**src/rtl/riscy_mem_arbiter.sv**
```systemverilog
// -----------------------------------------------------------------------------
// riscy_mem_arbiter
// Shares one line-wide memory port between the instruction cache (read only)
// and the data cache (read / write-back). One line transaction is in flight at
// a time. When both caches request in the same cycle, a round-robin pointer
// picks the winner.
//
// Ports
//   clk, rst_n            system clock, asynchronous active-low reset
//   i_read, i_addr        icache line read request and line address
//   i_rdata, i_resp       line returned to icache, completion pulse
//   d_read, d_write       dcache line read / write-back request
//   d_addr, d_wdata       dcache line address and write-back data
//   d_rdata, d_resp       line returned to dcache, completion pulse
//   m_read, m_write       registered memory read / write strobes
//   m_addr, m_wdata       registered memory address / write data
//   m_rdata, m_resp       memory read data, completion pulse
//
// state  | meaning
// -------+----------------------------------------------------------------
// IDLE   | no transaction; arbitrate pending requests
// I_BUSY | icache line read outstanding on the memory port
// D_BUSY | dcache line read or write-back outstanding on the memory port
// DONE   | one-cycle gap so the served requester can drop its request
// -----------------------------------------------------------------------------
module riscy_mem_arbiter #(
   parameter int unsigned ADDR_WIDTH   = 32,
   parameter int unsigned LINE_WIDTH   = 256,
   parameter bit          ICACHE_FIRST = 1'b1
) (
   input  logic                  clk,
   input  logic                  rst_n,
   input  logic                  i_read,
   input  logic [ADDR_WIDTH-1:0] i_addr,
   output logic [LINE_WIDTH-1:0] i_rdata,
   output logic                  i_resp,
   input  logic                  d_read,
   input  logic                  d_write,
   input  logic [ADDR_WIDTH-1:0] d_addr,
   input  logic [LINE_WIDTH-1:0] d_wdata,
   output logic [LINE_WIDTH-1:0] d_rdata,
   output logic                  d_resp,
   output logic                  m_read,
   output logic                  m_write,
   output logic [ADDR_WIDTH-1:0] m_addr,
   output logic [LINE_WIDTH-1:0] m_wdata,
   input  logic [LINE_WIDTH-1:0] m_rdata,
   input  logic                  m_resp
);

   typedef enum logic [1:0] {
      IDLE   = 2'd0,
      I_BUSY = 2'd1,
      D_BUSY = 2'd2,
      DONE   = 2'd3
   } state_t;

   state_t                state_q,   state_d;
   logic                  rr_ptr_q,  rr_ptr_d;
   logic                  m_read_q,  m_read_d;
   logic                  m_write_q, m_write_d;
   logic [ADDR_WIDTH-1:0] m_addr_q,  m_addr_d;
   logic [LINE_WIDTH-1:0] m_wdata_q, m_wdata_d;

   logic i_req;
   logic d_req;
   logic grant_i;
   logic grant_d;

   assign i_req = i_read;
   assign d_req = d_read | d_write;

   // rr_ptr_q = 1 favours the icache on a simultaneous request.
   assign grant_i = i_req & (~d_req | rr_ptr_q);
   assign grant_d = d_req & (~i_req | ~rr_ptr_q);

   always_comb begin
      state_d   = state_q;
      rr_ptr_d  = rr_ptr_q;
      m_read_d  = m_read_q;
      m_write_d = m_write_q;
      m_addr_d  = m_addr_q;
      m_wdata_d = m_wdata_q;

      case (state_q)
         IDLE: begin
            if (grant_i) begin
               state_d  = I_BUSY;
               rr_ptr_d = 1'b0;
               m_read_d = 1'b1;
               m_addr_d = i_addr;
            end else if (grant_d) begin
               state_d  = D_BUSY;
               rr_ptr_d = 1'b1;
               m_addr_d = d_addr;
               // A simultaneous read+write is resolved as a write-back.
               if (d_write) begin
                  m_write_d = 1'b1;
                  m_wdata_d = d_wdata;
               end else begin
                  m_read_d  = 1'b1;
               end
            end
         end
         I_BUSY, D_BUSY: begin
            if (m_resp) begin
               state_d   = DONE;
               m_read_d  = 1'b0;
               m_write_d = 1'b0;
            end
         end
         DONE: begin
            state_d = IDLE;
         end
         default: begin
            state_d = IDLE;
         end
      endcase
   end

   always_ff @(posedge clk or negedge rst_n) begin
      if (!rst_n) begin
         state_q   <= IDLE;
         rr_ptr_q  <= ICACHE_FIRST;
         m_read_q  <= 1'b0;
         m_write_q <= 1'b0;
         m_addr_q  <= '0;
         m_wdata_q <= '0;
      end else begin
         state_q   <= state_d;
         rr_ptr_q  <= rr_ptr_d;
         m_read_q  <= m_read_d;
         m_write_q <= m_write_d;
         m_addr_q  <= m_addr_d;
         m_wdata_q <= m_wdata_d;
      end
   end

   assign m_read  = m_read_q;
   assign m_write = m_write_q;
   assign m_addr  = m_addr_q;
   assign m_wdata = m_wdata_q;

   // Completion is routed combinationally so the requester sees it in the
   // same cycle memory reports it.
   assign i_resp  = (state_q == I_BUSY) & m_resp;
   assign d_resp  = (state_q == D_BUSY) & m_resp;
   assign i_rdata = m_rdata;
   assign d_rdata = m_rdata;

endmodule

```
**config.mk**
```make
export PLATFORM = sky130hd
export DESIGN_NAME = riscy_mem_arbiter
export DESIGN_NICKNAME = d
export VERILOG_FILES = /design/src/rtl/riscy_mem_arbiter.sv
export SDC_FILE = /design/constraint.sdc
export NUM_CORES = 1
export LEC_CHECK = 0
export ABC_AREA = 1
export ABC_CLOCK_PERIOD_IN_PS = 2400
export CAP_MARGIN = 10
export CORE_AREA = 2 2 539 541
export CTS_CLUSTER_SIZE = 28
export DETAILED_ROUTE_END_ITERATION = 8
export DIE_AREA = 0 0 541 543
export PLACE_DENSITY = 0.3
export SLEW_MARGIN = 30
export SYNTH_ARGS = -nofsm -noshare
export SYNTH_HDL_FRONTEND = slang
export SYNTH_SLANG_ARGS = --single-unit
```
**constraint.sdc**
```tcl
create_clock -name clk -period 2.4 [get_ports clk]
set_input_delay 0.72 -clock clk [delete_from_list [all_inputs] [get_ports clk]]
set_output_delay 0.72 -clock clk [all_outputs]
set_load 0.02 [all_outputs]
```
==> impl_metrics.toml <==
[synthesis]
synth_compound_area_share_pct = 0.1639
synthCells = 1914
synth-seq-area-share_pct = 45.75
synth_area_leaders = "dfrtp_1, buf_4, nand2_1, nand3_1, buf_2"
synth_cell_types = 19
synth_top_area_share_pct = 45.59
ys_warn_count = 0
synthesis.area_sq_um = 16030
synth.net_count = 2500
synth-xor-area-share_pct = 0
yosys.area_share.adder_pct = 0.3122
synth_top_area_cell = "dfrtp_1"
muxShareOfSynthArea_pct = 0
synth_top_family_by_area = "buffers and inverters"
synth_seq_cells = 293
synth.avg_cell_area_sq_um = 8.375
yosys.area_share.simple_pct = 25.58

[clocking]
cts.sinks = 293
htree_levels = 2
cts_tree = "yes"
cts_made_buffers = 50
clk_pin_slew_ns = 0.06
clockBufferDepth = 3
cts_root_buffer = "clkbuf_16"
clock_latency_ns = 0.71

[sta]
finalClockSkew_ns = 0.01678
fin_crit_ns = 2.364
rsz0062_at_grt = "true"
hold_ws_ns = 0.4617
worstMarginPinSlew_ns = 0.5042
max_freq_mhz = 423.1
relSlewSlack_pct = 66.52
hold_viol_final = 0
fin_crit_sh_pct = 98.49
setup_viol = 0
setup_ws_ns = 0.03629
slew_violations = 0

[route]
drc = 0
drt_iter0_markers = 811
viasPerCell = 2.307
routed_wirelength_um = 134300
ant_nets = 0
firstDrtPassIters = 4
wl_per_cell_um = 22.77
num_vias = 13603

[floorplanning]
die_w_um = 541
core-area_sq_um = 287400
std_cell_rows = 197
dieHeight_um = 543
dieArea_sq_um = 293800
start_util_pct = 5.577
ios = 1386

[outcome]
status = "finished clean"

[power_and_ir_drop]
ir_drop_mv = 0.4959
p_sw_share_pct = 46.81
p_comb_share_pct = 48.1
power.leakage_nw = 11.00
internal_power_mw = 16.78
p_per_area_nw_per_um2 = 1253
pwr-share-seq_pct = 27.7
clock_power_share_pct = 24.2
netSwitchingPower_mw = 14.77

[worst_setup_path]
crit_arrival_ns = 1.64
path_class = "reg2out"
critPathBufInv = 3
crit_path_max_fanout = 2
crit_required_ns = 1.68
cp-start-kind = "flip-flop"
end_kind = "primary output"
cpMaxStageDelayCell = "dfrtp_1"
worstPathCellList = "buf_6 > ha_4 > nand2_2 > inv_2 > buf_12"
path_delay_family = "flip-flops"
max_stage_delay_ns = 0.40

[final_layout]
final_cell_mix = "nand2_1, clkdlybuf4s50_1, nand3_1"
final_nets = 2659
num-fill-cells = 33429
finalInstanceArea_sq_um = 25170
drive_gt1_share_pct = 13.99
layout_commonest_cell = "nand2_1"
stdcell_count = 5897
syn_to_final_growth_pct = 57.01

[placement]
pre_cts_slack_ns = -0.1527
io_buffer_count = 617
place_hpwl_um = 115400
routabilityCongestion = 0.7665
postPlaceCellArea_sq_um = 23630
dp_cells = 5796

[global_routing]
grt_max_degree = 63
grt_usage_pct = 8.811
grt_pass1_wl_um = 165500
grt_pass1_vias = 14122
grt_antenna_before_repair = 61
gr-total-overflow = 0

[flow_run]
maxCapViolCount = 0

[hold_path]
hp-class = "in2async"
[path summary, 6_finish.rpt]
| kind | startpoint | to | slack (ns) | depth (start not counted) |
|---|---|---|---|---|
| min reg2reg | m_wdata[123] | m_wdata[123] | 0.46 | 2 |
| max in group asynchronous | rst_n | rr_ptr_q | 1.13 | 4 |
| min in group clk | m_wdata[123] | m_wdata[123] | 0.46 | 2 |
| min | rst_n | m_wdata[91] | 0.46 | 2 |
| max reg2reg | state_q[1] | m_wdata[232] | 0.10 | 11 |
| max | state_q[0] | i_resp | 0.04 | 5 |
[final cells by class]
cell class              count  area, sq um  area share [%]
diodes                      8        20.02         0.07954
clock buffers              66         1423           5.652
clock inverters            21        229.0          0.9098
inverters                  43        168.9          0.6711
multi-input cells         966         4244           16.86
flip-flops and latches    293         7335           29.14
well taps                3781         4731           18.80
repair buffers            719         7018           27.88
[power groups by stage]
stage          Clock, mW  Sequential, mW  Combinational [mW]
6_report            7.65            8.73                15.2
5_1_grt             8.20            9.05                16.9
4_1_cts             8.15            8.77                16.0
3_5_place_dp           0            8.86                16.9
3_3_place_gp           0            8.84                17.0
2_1_floorplan          0            11.2                5.04
[cells by family after synthesis]
kind of cell | Yosys count
flip-flops | 293
AND/OR/NAND/NOR | 958
adder cells (fa/ha/maj) | 4
AO/OA/AOI/OAI | 4
buffers and inverters | 655
[flip-flops by register name, summed over array words and instances, names as in the netlist]
signal / cells
state_q: 2
m_write: 1
m_wdata: 256
m_addr: 32
m_read: 1
rr_ptr_q: 1
[metal layers]
metal | global-route usage (%) | vias up | share of wire [%]
met4 | 5.551 | 6 | 7.0
met3 | 7.198 | 481 | 19
li1 | - | 5853 | -
met2 | 12.57 | 1077 | 40
met1 | 8.602 | 6186 | 34
met5 | 1.101 | - | 0.34
[per-stage QoR]
stage                     power [mW]  util [%]  setup TNS, ns
after floorplan                16.25         -              0
after global placement         25.80     8.222        -0.3671
after detailed placement       25.78     8.222         -1.635
after CTS                      32.88     8.749       -0.09231
after global routing           34.17     8.754       -0.05052
final                          31.55     8.757              0
[Yosys cell counts]
| cell | count |
|---|---|
| or2_2 | 2 |
| buf_6 | 4 |
| nand2_1 | 625 |
| dfstp_2 | 1 |
| nand3_1 | 293 |
| dfrtp_1 | 292 |
| inv_1 | 41 |
| ha_1 | 4 |
| nor2_2 | 1 |
| nor2_1 | 1 |
| buf_2 | 69 |
| buf_4 | 518 |
| o21bai_1 | 1 |
| o21ai_0 | 2 |
| nand2_2 | 4 |
| nand3b_1 | 32 |
| clkbuf_1 | 21 |
| a21oi_2 | 1 |
| inv_2 | 2 |
[what timing repair did]
| action | in CTS | in global routing |
|---|---|---|
| setup buffers | 5 | 0 |
| endpoints found under the hold margin | 11 | 0 |
| setup endpoints to repair | 222 | 47 |
| hold buffers | 1 | 0 |
| gates resized for setup | 281 | 5 |
| pin swaps | 1 | 1 |
No activity file was read; power rests on OpenSTA's default activity.
